===== src/rtl/instruction_fetch_sequencer.sv =====
// Two-byte instruction fetch sequencer driving memory, IR and ARF controls.
// Optional illegal-opcode trap enabled by defining ILLEGAL_OPCODE_EN.
module instruction_fetch_sequencer (
  input  logic        Clock,
  input  logic        Reset,
  input  logic        Fetch_En,
  input  logic        Exec_Ready,
  input  logic [15:0] IROut,
  output logic        Mem_CS,
  output logic        Mem_WR,
  output logic        IR_Write,
  output logic        IR_LH,
  output logic [1:0]  ARF_OutDSel,
  output logic [1:0]  ARF_FunSel,
  output logic [2:0]  ARF_RegSel,
  output logic        Instr_Valid,
  output logic [5:0]  Instr_Opcode,
  output logic [1:0]  Instr_Rsel,
  output logic [7:0]  Instr_Addr,
  output logic [15:0] Fetch_Count,
  output logic        Illegal
);

  localparam logic [1:0] PC_OUTSEL   = 2'b00;
  localparam logic [2:0] PC_REGSEL   = 3'b011;
  localparam logic [2:0] NONE_REGSEL = 3'b111;
  localparam logic [1:0] FUN_CLEAR   = 2'b00;
  localparam logic [1:0] FUN_INC     = 2'b01;

  localparam logic [2:0] ST_RST_PC   = 3'd0;
  localparam logic [2:0] ST_FETCH_LO = 3'd1;
  localparam logic [2:0] ST_FETCH_HI = 3'd2;
  localparam logic [2:0] ST_HOLD     = 3'd3;
`ifdef ILLEGAL_OPCODE_EN
  localparam logic [2:0] ST_TRAP     = 3'd4;
  localparam logic [5:0] MAX_OPCODE  = 6'd33;
`endif

  logic [2:0]  state_q, state_d;
  logic [15:0] fetch_count_q, fetch_count_d;
  logic        opcode_illegal_s;

`ifdef ILLEGAL_OPCODE_EN
  assign opcode_illegal_s = (IROut[15:10] > MAX_OPCODE);
`else
  assign opcode_illegal_s = 1'b0;
`endif

  // Next-state and accepted-instruction counter logic
  always_comb begin
    state_d       = state_q;
    fetch_count_d = fetch_count_q;
    case (state_q)
      ST_RST_PC: state_d = ST_FETCH_LO;
      ST_FETCH_LO: begin
        if (Fetch_En) state_d = ST_FETCH_HI;
        else          state_d = state_q;
      end
      ST_FETCH_HI: begin
        if (Fetch_En) state_d = ST_HOLD;
        else          state_d = state_q;
      end
      ST_HOLD: begin
`ifdef ILLEGAL_OPCODE_EN
        if (opcode_illegal_s) begin
          state_d = ST_TRAP;
        end else
`endif
        if (Exec_Ready) begin
          state_d       = ST_FETCH_LO;
          fetch_count_d = fetch_count_q + 16'd1;
        end else begin
          state_d = state_q;
        end
      end
`ifdef ILLEGAL_OPCODE_EN
      ST_TRAP: state_d = ST_TRAP;
`endif
      default: state_d = ST_RST_PC;
    endcase
  end

  // State and counter registers with synchronous reset
  always_ff @(posedge Clock) begin
    if (Reset) begin
      state_q       <= ST_RST_PC;
      fetch_count_q <= 16'd0;
    end else begin
      state_q       <= state_d;
      fetch_count_q <= fetch_count_d;
    end
  end

  // Control decode; fetch states fall back to defaults while Fetch_En is low
  always_comb begin
    Mem_CS      = 1'b1;
    Mem_WR      = 1'b0;
    IR_Write    = 1'b0;
    IR_LH       = 1'b0;
    ARF_OutDSel = PC_OUTSEL;
    ARF_FunSel  = FUN_INC;
    ARF_RegSel  = NONE_REGSEL;
    Instr_Valid = 1'b0;
    Illegal     = 1'b0;
    case (state_q)
      ST_RST_PC: begin
        ARF_RegSel = PC_REGSEL;
        ARF_FunSel = FUN_CLEAR;
      end
      ST_FETCH_LO, ST_FETCH_HI: begin
        if (Fetch_En) begin
          Mem_CS     = 1'b0;
          IR_Write   = 1'b1;
          IR_LH      = (state_q == ST_FETCH_HI);
          ARF_RegSel = PC_REGSEL;
          ARF_FunSel = FUN_INC;
        end else begin
          Mem_CS = 1'b1;
        end
      end
      ST_HOLD: Instr_Valid = !opcode_illegal_s;
`ifdef ILLEGAL_OPCODE_EN
      ST_TRAP: Illegal = 1'b1;
`endif
      default: Mem_CS = 1'b1;
    endcase
  end

  assign Instr_Opcode = IROut[15:10];
  assign Instr_Rsel   = IROut[9:8];
  assign Instr_Addr   = IROut[7:0];
  assign Fetch_Count  = fetch_count_q;

endmodule


===== config.mk =====
export PLATFORM = sky130hd
export DESIGN_NAME = instruction_fetch_sequencer
export DESIGN_NICKNAME = d
export VERILOG_FILES = /design/src/rtl/instruction_fetch_sequencer.sv
export SDC_FILE = /design/constraint.sdc
export NUM_CORES = 1
export LEC_CHECK = 0
export BUFFER_PORTS_ARGS = -buffer_cell sky130_fd_sc_hd__buf_2
export CORE_ASPECT_RATIO = 1.4
export CORE_MARGIN = 4
export CORE_UTILIZATION = 38
export CTS_CLUSTER_DIAMETER = 60
export DETAILED_ROUTE_END_ITERATION = 8
export PLACE_DENSITY = 0.82
export SETUP_SLACK_MARGIN = 0.3
export SLEW_MARGIN = 40
export SYNTH_ARGS = -nofsm -noshare
export SYNTH_HDL_FRONTEND = slang
export SYNTH_SLANG_ARGS = --single-unit

===== constraint.sdc =====
create_clock -name Clock -period 1.59 [get_ports Clock]
set_input_delay 0.159 -clock Clock [delete_from_list [all_inputs] [get_ports Clock]]
set_output_delay 0.159 -clock Clock [all_outputs]
set_load 0.03 [all_outputs]

==> flow_summary_export.csv <==
group,metric,value,unit
yosys,ys_types,25,
detailed_routing,viasPerCell,4.95,
placement,port_buffers,25,
yosys,netlist_instances,127,
outcome,status,"completed",
clock_tree,cts_tree,"yes",
clock_tree,clk_pin_slew,0.11,ns
setup_path,slowest_stage,"or4_1",
cells_and_area,drive_above_1_share,0.483,
yosys,synth_area,1060,um^2
cells_and_area,antennaDiodeCount,0,
floorplanning,fp.coreArea,2640,um^2
detailed_routing,detail-route-antenna-nets,0,
power,power_density,1160,nW/um^2
power,power.leakage,0.000584,uW
global_routing,top_usage_layer,"met2",
setup_path,critPathKind,"register to register",
hold_path,hold_class,"primary input to register",
cells_and_area,stdcell_count,183,
global_routing,grt_antenna_before_repair,0,
timing,fmax,658,MHz
global_routing,use_met2,0.239,
timing,setup_tns,0,ns
detailed_routing,wl,2450,um
floorplanning,ios,65,
cells_and_area,finish.instance_area,1340,um^2
cells_and_area,syn2layout_area_growth,25.8,%
detailed_routing,drtIter0Drc,19,
clock_tree,numClockSinks,18,
setup_path,slowest_delay,0.49,ns
flow_run,cap_violations,0,
cells_and_area,finalNetCount,173,
setup_path,worstSetupEndpointType,"register",
global_routing,grt_max_degree,19,
setup_path,crit_required,1.83,ns
global_routing,grt_usage,0.141,
placement,placed_area,1150,um^2
detailed_routing,drc,0,
placement,gp_congestion,0.820,
global_routing,use_met3,0.0341,
setup_path,path_max_fanout,4,
floorplanning,die_h,70.5,um
timing,hold_viol,0,
clock_tree,clkLatencyLatePin,0.30,ns
detailed_routing,wl_per_cell,13.4,um
clock_tree,cts_buffers,3,
setup_path,start_kind,"register",
floorplanning,initial_core_util,0.402,
placement,numPlacedInstances,175,
detailed_routing,dr.pass1.iters,2,
global_routing,use_met1,0.155,
global_routing,overflow,0,
timing,finClkSkew,0.00603,ns
clock_tree,cts.hold.buffers_added,0,
yosys,syn_avg_cell_area,8.35,um^2
timing,fin_crit,1.52,ns
timing,slew_violations,0,
floorplanning,rows,22,
setup_path,path_cells,"ha_4 -> and4_4 -> nand3_4 -> or4_1 -> a21oi_2",
floorplanning,dieArea,3710,um^2
floorplanning,fp.dieW,52.7,um
setup_path,cp_num_buf_inv,0,
global_routing,grt_pass1_wl,4100,um
setup_path,cp.arrival,1.76,ns
timing,setup_viol,0,
timing,timing.final.crit_share,0.956,
yosys,yosys_warnings,0,
global_routing,grt_pass1_vias,962,
yosys,synth_seq_cells,18,
yosys,yosysSeqAreaShare,0.340,
setup_path,crit_family,"simple AND/OR/NAND/NOR gates",
clock_tree,cts_buffer_depth,2,
clock_tree,cts_max_level,1,
power,ir_drop,0.00141,V
timing,rsz0062_at_grt,"yes",
detailed_routing,vias,905,
placement,post-dp-hpwl,1780,um
clock_tree,root_buffer,"clkbuf_4",
==> sequential cells by signal, summed over array words and instances, names as in the netlist <==
name and flops:
Fetch_Count 16, state_q 2
==> worst paths after layout <==
| path | startpoint | to | slack [ns] | cells after the start |
|---|---|---|---|---|
| worst max-delay path | state_q[0]$_SDFFE_PP0P_ | Fetch_Count[15]$_SDFFE_PP0P_ | 0.07 | 5 |
| worst min-delay path | Exec_Ready | Fetch_Count[1]$_SDFFE_PP0P_ | 0.17 | 3 |
| worst max register to register | state_q[0]$_SDFFE_PP0P_ | Fetch_Count[15]$_SDFFE_PP0P_ | 0.07 | 5 |
| worst min register to register | Fetch_Count[1]$_SDFFE_PP0P_ | Fetch_Count[1]$_SDFFE_PP0P_ | 0.49 | 2 |
==> cells in the mapped netlist, drive strengths merged <==
library cell / count / share of area
o22ai: 1 / 0.0059
nand4: 5 / 0.029
mux2i: 1 / 0.0094
ha: 5 / 0.059
o21a: 1 / 0.0071
and3: 2 / 0.012
inv: 7 / 0.025
clkbuf: 1 / 0.0035
dfxtp: 18 / 0.34
nand2: 7 / 0.025
a21oi: 7 / 0.033
o21ai: 3 / 0.014
o31ai: 2 / 0.014
conb: 2 / 0.0071
buf: 25 / 0.17
nand3: 6 / 0.040
and4: 2 / 0.017
or4: 2 / 0.014
or2: 1 / 0.0059
or3: 3 / 0.018
xor2: 10 / 0.083
nor2: 12 / 0.042
and2: 4 / 0.024
==> metal layers <==
layer | part of all wire | vias to the layer above | wire [um]
li1 | - | 434 | -
met1 | 0.38 | 428 | 928
met2 | 0.53 | 36 | 1290
met3 | 0.065 | 7 | 160
met4 | 0.028 | 0 | 68
met5 | 0 | - | 0
==> through the flow <==
step	worst slack [ns]	utilization	hold WS, ns	total power [uW]
3_3_place_gp	0.0858	0.436	0.318	1000
2_1_floorplan	-0.0865	-	0.311	1000
5_1_grt	0.0152	0.505	0.181	1630
6_report	0.0705	0.505	0.166	1550
3_5_place_dp	-0.000834	0.436	0.318	1040
4_1_cts	0.0825	0.492	0.173	1510
==> cell type report <==
class                      count  area (um^2)
timing repair buffer          37          256
multi-input combinational     81          599
fill                         254         1310
inverter                       7         26.3
clock buffer                   4         36.3
tap                           36         45.0
sequential                    18          372
==> layout by cell type, fill, tap and decap left out, types with 2 or more instances in the layout <==
cell and instances:
conb_1 7, inv_1 3, clkbuf_4 3, o21ai_0 3, a21oi_2 4, dfxtp_4 2, buf_2 19, nand3_2 2
dfxtp_1 13, ha_1 2, nand2_2 2, or3_1 2, nand3_1 3, dfxtp_2 3, and3_1 2, nand4_1 5
xor2_1 10, and2_1 2, inv_2 4, buf_4 11, and2_4 2, a21oi_1 3, buf_6 7, ha_4 2
nand2_1 4, nor2_1 12
==> cells by family (layout without fill, tap and decap cells) <==
| group | after synthesis | after routing | share of synthesized area |
|---|---|---|---|
| simple gates | 44 | 44 | 0.226 |
| xor+xnor | 10 | 10 | 0.0825 |
| fa+ha+maj | 5 | 5 | 0.0590 |
| other cells | 2 | 7 | 0.00708 |
| compound gates | 14 | 14 | 0.0743 |
| mux | 1 | 1 | 0.00943 |
| buf+inv | 33 | 48 | 0.202 |
| flops | 18 | 18 | 0.340 |
==> worst reg2reg max path: cells and delay by family, from the launching register on <==
| family | cells | cell delay (ns) |
|---|---|---|
| simple gates | 3 | 0.81 |
| flops | 1 | 0.39 |
| fa+ha+maj | 1 | 0.13 |
| compound gates | 1 | 0.13 |
==> power by group <==
| part | internal [uW] | total (uW) | switching, uW |
|---|---|---|---|
| Combinational | 338 | 731 | 393 |
| Sequential | 487 | 524 | 36.3 |
| Clock | 140 | 293 | 153 |
| Total | 965 | 1550 | 582 |
==> what timing repair did <==
item                                    CTS  global route
endpoints found under the setup margin   20            20
buffers inserted                          4             0
pin swaps                                 6             3
hold endpoints to repair                  0             0
gates resized for setup                  26            11
Note: power is estimated with default switching activity, not from simulation.
